===== src/rtl/serial_sub.sv =====
// serial_sub -- bit-serial subtractor (a - b), LSB first, one bit per clock.
//
// A single full-subtractor cell and a borrow flip-flop walk both operands
// out of their shift registers. Result bits are shifted into the MSB of a
// result register, so after WIDTH bits the word is in place.
//
// Ports:
//   clk         rising-edge clock
//   rst_n       asynchronous active-low reset
//   start       request; sampled only while idle (busy=0)
//   a, b        minuend / subtrahend, captured on the start edge
//   busy        high in RUN and DONE
//   done        one-cycle pulse, result outputs valid
//   diff        a - b modulo 2^WIDTH
//   borrow_out  borrow out of the MSB (unsigned a < b)
//   ovf         two's-complement overflow of a - b
module serial_sub #(
  parameter int WIDTH = 8
) (
  input  logic             clk,
  input  logic             rst_n,
  input  logic             start,
  input  logic [WIDTH-1:0] a,
  input  logic [WIDTH-1:0] b,
  output logic             busy,
  output logic             done,
  output logic [WIDTH-1:0] diff,
  output logic             borrow_out,
  output logic             ovf
);

  // One extra count value so the counter never wraps while running.
  localparam int CNT_W = $clog2(WIDTH + 1);
  localparam logic [CNT_W-1:0] LAST_BIT = CNT_W'(WIDTH - 1);

  typedef enum logic [1:0] {
    IDLE = 2'd0,
    RUN  = 2'd1,
    DONE = 2'd2
  } state_t;

  state_t           state_q, state_d;
  logic [WIDTH-1:0] a_q, a_d;
  logic [WIDTH-1:0] b_q, b_d;
  logic [WIDTH-1:0] res_q, res_d;
  logic [WIDTH-1:0] diff_q, diff_d;
  logic [CNT_W-1:0] cnt_q, cnt_d;
  logic             br_q, br_d;
  logic             bo_q, bo_d;
  logic             ovf_q, ovf_d;

  logic             a_bit, b_bit, d_bit, br_next;

  // Full-subtractor cell on the current LSBs.
  assign a_bit   = a_q[0];
  assign b_bit   = b_q[0];
  assign d_bit   = a_bit ^ b_bit ^ br_q;
  assign br_next = (~a_bit & b_bit) | (~(a_bit ^ b_bit) & br_q);

  always_comb begin
    state_d = state_q;
    a_d     = a_q;
    b_d     = b_q;
    res_d   = res_q;
    diff_d  = diff_q;
    cnt_d   = cnt_q;
    br_d    = br_q;
    bo_d    = bo_q;
    ovf_d   = ovf_q;

    case (state_q)
      IDLE: begin
        if (start) begin
          a_d     = a;
          b_d     = b;
          res_d   = '0;
          br_d    = 1'b0;
          cnt_d   = '0;
          state_d = RUN;
        end
      end
      RUN: begin
        a_d   = {1'b0, a_q[WIDTH-1:1]};
        b_d   = {1'b0, b_q[WIDTH-1:1]};
        res_d = {d_bit, res_q[WIDTH-1:1]};
        br_d  = br_next;
        cnt_d = cnt_q + 1'b1;
        if (cnt_q == LAST_BIT) begin
          // Publish the whole word at once; outputs never show partial bits.
          // At the MSB, br_q is the borrow in and br_next the borrow out.
          diff_d  = {d_bit, res_q[WIDTH-1:1]};
          bo_d    = br_next;
          ovf_d   = br_q ^ br_next;
          state_d = DONE;
        end
      end
      DONE: begin
        state_d = IDLE;
      end
      default: begin
        state_d = IDLE;
      end
    endcase
  end

  always_ff @(posedge clk or negedge rst_n) begin
    if (!rst_n) begin
      state_q <= IDLE;
      a_q     <= '0;
      b_q     <= '0;
      res_q   <= '0;
      diff_q  <= '0;
      cnt_q   <= '0;
      br_q    <= 1'b0;
      bo_q    <= 1'b0;
      ovf_q   <= 1'b0;
    end else begin
      state_q <= state_d;
      a_q     <= a_d;
      b_q     <= b_d;
      res_q   <= res_d;
      diff_q  <= diff_d;
      cnt_q   <= cnt_d;
      br_q    <= br_d;
      bo_q    <= bo_d;
      ovf_q   <= ovf_d;
    end
  end

  assign busy       = (state_q != IDLE);
  assign done       = (state_q == DONE);
  assign diff       = diff_q;
  assign borrow_out = bo_q;
  assign ovf        = ovf_q;

endmodule


===== config.mk =====
export PLATFORM = sky130hd
export DESIGN_NAME = serial_sub
export DESIGN_NICKNAME = d
export VERILOG_FILES = /design/src/rtl/serial_sub.sv
export SDC_FILE = /design/constraint.sdc
export NUM_CORES = 1
export LEC_CHECK = 0
export CAP_MARGIN = 0
export CORE_MARGIN = 2
export CORE_UTILIZATION = 65
export DETAILED_ROUTE_END_ITERATION = 8
export DONT_BUFFER_PORTS = 1
export PLACE_DENSITY = 0.87
export REMOVE_ABC_BUFFERS = 1
export SLEW_MARGIN = 10
export SYNTH_ARGS = -nofsm -noshare
export SYNTH_HDL_FRONTEND = slang
export SYNTH_SLANG_ARGS = --single-unit

===== constraint.sdc =====
create_clock -name clk -period 2.9 [get_ports clk]
set_input_delay 0.58 -clock clk [delete_from_list [all_inputs] [get_ports clk]]
set_output_delay 0.58 -clock clk [all_outputs]
set_load 0.02 [all_outputs]

Word-level counts from Yosys, hierarchy flattened

Cells that the tools add are included.

Word-level logic and storage cells: 42
Bits of input ports: 19
Bits in registers: 41
Output and inout bits: 12

Reductions and logical operators: 6
Add/sub/neg operators: 1
Multiplexer cells: 13
Equal/unequal tests: 5
Bitwise gates (word level): 8

Operator list:

| cell                                          | number |
|---|---|
| case mux 8 bit (2 select lines)               | 3 |
| two-way mux 8 bit                             | 3 |
| case mux 4 bit (2 select lines)               | 1 |
| AND reduction 2 bit                           | 3 |
| adder 4 x 1 -> 4 bit, second input constant   | 1 |
| == test 4 x 3 -> 1 bit, second input constant | 1 |
| two-way mux 2 bit                             | 2 |
| two-way mux 4 bit                             | 1 |
| != test 2 bit, second input constant          | 2 |
| case mux 2 bit (2 select lines)               | 1 |
| nonzero test 2 bit                            | 2 |
| XOR 1 bit                                     | 3 |
| AND 1 bit                                     | 2 |
| == test 2 x 1 -> 1 bit, second input constant | 1 |
| == test 2 bit, second input constant          | 1 |
| logical NOT 2 bit                             | 1 |
| inverter 1 bit                                | 2 |
| case mux 1 bit (2 select lines)               | 1 |
| two-way mux 1 bit                             | 1 |
| bitwise OR 1 bit                              | 1 |

Logic depth before layout (Yosys ltp)

Word-level depth: 5
Depth in mapped cells: 5
Gate-level depth less buffers: 4

Worst setup path before layout

No wires, ideal clock.

Kind: reg-to-output
Start point: register state_q[1]
End point: output port done
Required time: 2.320 ns
Arrival: 1.171 ns
Stages on the path, launching flop included: 4
Setup slack: 1.149 ns
Path through: dfrtp_1 > buf_2 > clkbuf_1 > nor2b_1

Longest elaborated chain between the ends: 1

Ends and longest elaborated chain:

| what                   | line | source |
|---|---|---|
| from (decl)            | 42   | `state_t state_q, state_d;` |
| from (signal assigned) | 118  | `state_q <= state_d;` |
| == test 2 bit          | 131  | `assign done = (state_q == DONE);` |
| to (decl)              | 26   | `output logic done,` |

No other way between the ends.

Worst setup path after layout

Start point: register state_q[0]
End point: register diff_q[0] (netlist: diff[0])

Longest elaborated chain between the ends: 2

Ends and longest elaborated chain:

| what                                 | line | source |
|---|---|---|
| == test 2 x 1 -> 1 bit               | 71   | `case (state_q)` |
| AND reduction 2 bit (no source line) | --   |  |
| to (signal assigned)                 | 122  | `diff_q <= diff_d;` |
| to (decl)                            | 46   | `logic [WIDTH-1:0] diff_q, diff_d;` |

No other way between the ends.
A chain may end at the register's enable or synchronous reset.

==> results.yml <==
global_routing:
  globalRoute.totalOverflow: 0
  first_global_vias: 1184
  globalRouteTotalUtil: 0.236
  grt_start_max_net_pins: 41
  globalRouteMet3Util: 0.0703
  gr-usage-met2: 0.342
  grt_first_pass_wirelength_mm: 5.79
  antenna_found_initial: 0
  global_route.usage.met1: 0.327
  busiest_layer: "met2"
critical_path:
  worstSetupPathType: "flip-flop to flip-flop"
  timing.rr.start: "state_q[0]"
  crit_path_max_fanout: 24
  worstRegToRegCells: 3
  cp_data_arrival_time_ns: 2.33
  r2r-end: "diff[0]"
  worst_setup_path_start_kind: "flip-flop"
  regToRegSetupSlack_ns: 0.82
  worst_ep_required_time_ns: 3.15
  worstSetupEndpointType: "flip-flop"
routing:
  post-route-drc-count: 0
  dr.first_iter.drc_count: 48
  routed_wl_mm: 3.47
  drtAntennaViolNets: 0
  drt-vias-per-instance: 6.38
  route.vias.total: 1212
  routedWlPerCell_um: 18.2
  drt_first_pass_iters: 4
place:
  placedCellCount: 181
  hpwl_mm: 2.21
  place.gp.congestion: 0.811
  placement.cell_area_um2: 1840
  place.port_buffers: 0
yosys:
  netlist-cell-type-count: 31
  async_reset_ff_frac: 1.00
  syn-instance-count: 159
  yosys_most_used_dff: "dfrtp_1"
  avgSynthCellArea_um2: 11.6
  syn-cell-area_um2: 1840
  synth.yosys.warnings: 0
  synth_enable_flop_cells: 0
  synth_commonest_cells: "40 x dfrtp_1, 16 x a21oi_1, 14 x a22oi_1, 14 x o21ai_0, 11 x nor2b_1"
  synth.most_common_cell: "dfrtp_1"
  yosys_register_bits: 40
  synth.top_cells.by_area: "dfrtp_1 54%, mux2_4 6.5%, a22oi_1 5.7%"
  synth_largest_type_area_fraction: 0.543
  seq_area_frac_synth: 0.543
  synthDominantAreaCellType: "dfrtp_1"
die:
  boundaryPins: 31
  floorplan.initialDensity: 0.675
  std_cell_rows: 19
  die_x_um: 57.3
  die_area_um2: 3280
  core_area_um2: 2730
  die_h_um: 57.3
power_and_ir_drop:
  power_leakage_nw: 0.863
  power_density_nw_per_um2: 1040
  vdd.ir_drop.worst_mv: 0.838
sta:
  finalCriticalPeriod_ns: 2.08
  slew_viol_final: 0
  setup-tns-final_ns: 0
  timing.final.crit_share: 0.719
  worstMarginPinSlew_ns: 0.939
  final.setup_skew_ns: 0.0122
  achievable-frequency_mhz: 480
  final-setup-viol-count: 0
  grt_setup_unrepaired: "false"
  hold_fails_final_rpt: 0
  worst_slew_margin: 0.373
finish:
  final.fill_count: 173
  final_area_um2: 1940
  nets: 179
  drive_gt1_frac: 0.145
  layout_stage_area_growth_over_the_synthesis_result_pct: 5.22
  final-instance-count-excl-fill: 190
  antenna-diode-count: 0
clock_tree:
  clk-insertion-delay-late_ns: 0.35
  cts_setup_buffers: 0
  cts_hold_repair.buffers: 1
  clock_tree_buf_depth: 2
  cts.sink_count: 40
  clock_tree.root_cell: "clkbuf_4"
  cts-buffers-inserted: 5
  cts_tree: "built"
  clock_tree.htree_level_count: 2
  post_cts.resized_instances: 0
  clk_pin_slew_ns: 0.13
run:
  timing.max_cap.violations: 0
outcome:
  run_status: "finished, final reports clean"
hold_path:
  hold_path_class: "primary input to asynchronous set/reset pin"
[layout make-up]
type | instances | area [um^2] | area share
Timing Repair Buffer | 3 | 35.0 | 0.0181
Sequential cell | 40 | 1000 | 0.516
Clock buffer | 5 | 37.5 | 0.0193
Tap cell | 31 | 38.8 | 0.0200
Clock inverter | 3 | 47.5 | 0.0245
Multi-Input combinational cell | 104 | 766 | 0.395
Inverter | 4 | 15.0 | 0.00774
[power breakdown]
group / internal (mW) / switching [mW]
combinational: 0.320 / 0.280
sequential: 0.765 / 0.267
clock: 0.184 / 0.197
total: 1.27 / 0.745
[layout by cell type (no fill, tap or decap), types with 2 or more instances in the layout]
| cell | count |
|---|---|
| and2b_1 | 7 |
| o21ai_0 | 14 |
| a22oi_1 | 14 |
| inv_1 | 4 |
| a22o_1 | 9 |
| buf_4 | 2 |
| clkbuf_4 | 5 |
| a21oi_1 | 16 |
| o21ai_1 | 3 |
| clkinv_4 | 2 |
| nor2b_1 | 11 |
| nand2_1 | 5 |
| mux2_4 | 8 |
| dfrtp_1 | 40 |
| mux2i_1 | 2 |
[layer usage]
layer  vias to the layer above  wire, um
met2                        34      1600
met5                         -         0
met3                         8       182
met4                         0        64
li1                        573         -
met1                       597      1620
[worst max-delay path, stage by stage, from the launching register on]
cell	delay, ns
dfrtp_1	0.79
nand2b_2	0.17
nor3_4	0.59
mux2_2	0.42
[cells by family (layout without fill, tap and decap cells)]
| family | after synthesis | after routing | synth area share |
|---|---|---|---|
| multiplexers | 11 | 11 | 0.0821 |
| flip-flops | 40 | 40 | 0.543 |
| AO/OA/AOI/OAI | 61 | 61 | 0.210 |
| AND/OR/NAND/NOR | 29 | 29 | 0.101 |
| buffers and inverters | 15 | 15 | 0.0421 |
| adder cells (fa/ha/maj) | 2 | 2 | 0.0176 |
| XOR/XNOR | 1 | 1 | 0.00475 |
[state kept, by name, indices dropped and copies added, names as in the netlist]
signal,cells
a_q,8
b_q,8
diff,8
res_q,7
cnt_q,4
state_q,2
borrow_out,1
br_q,1
ovf,1
[how the worst max path moves through the flow]
stage / startpoint / end / depth (start not counted)
detailed placement: state_q[0] / diff[0] / 3
finish: state_q[0] / diff[0] / 3
global placement: state_q[0] / diff[0] / 3
CTS: state_q[0] / diff[0] / 3
floorplan: state_q[1] / diff[0] / 3
global route: state_q[0] / cnt_q[3] / 3
[stage by stage]
stage / hold WS, ns / setup slack (ns) / power, mW / utilization
6_report: 0.0450 / 0.815 / 2.01 / 0.710
3_5_place_dp: 0.286 / 0.812 / 1.63 / 0.671
3_3_place_gp: 0.286 / 0.894 / 1.57 / 0.671
5_1_grt: 0.0359 / 0.669 / 2.14 / 0.710
4_1_cts: 0.0425 / 0.793 / 2.02 / 0.710
2_1_floorplan: 0.284 / 1.08 / 1.47 / -
No activity file was read; power rests on OpenSTA's default activity.
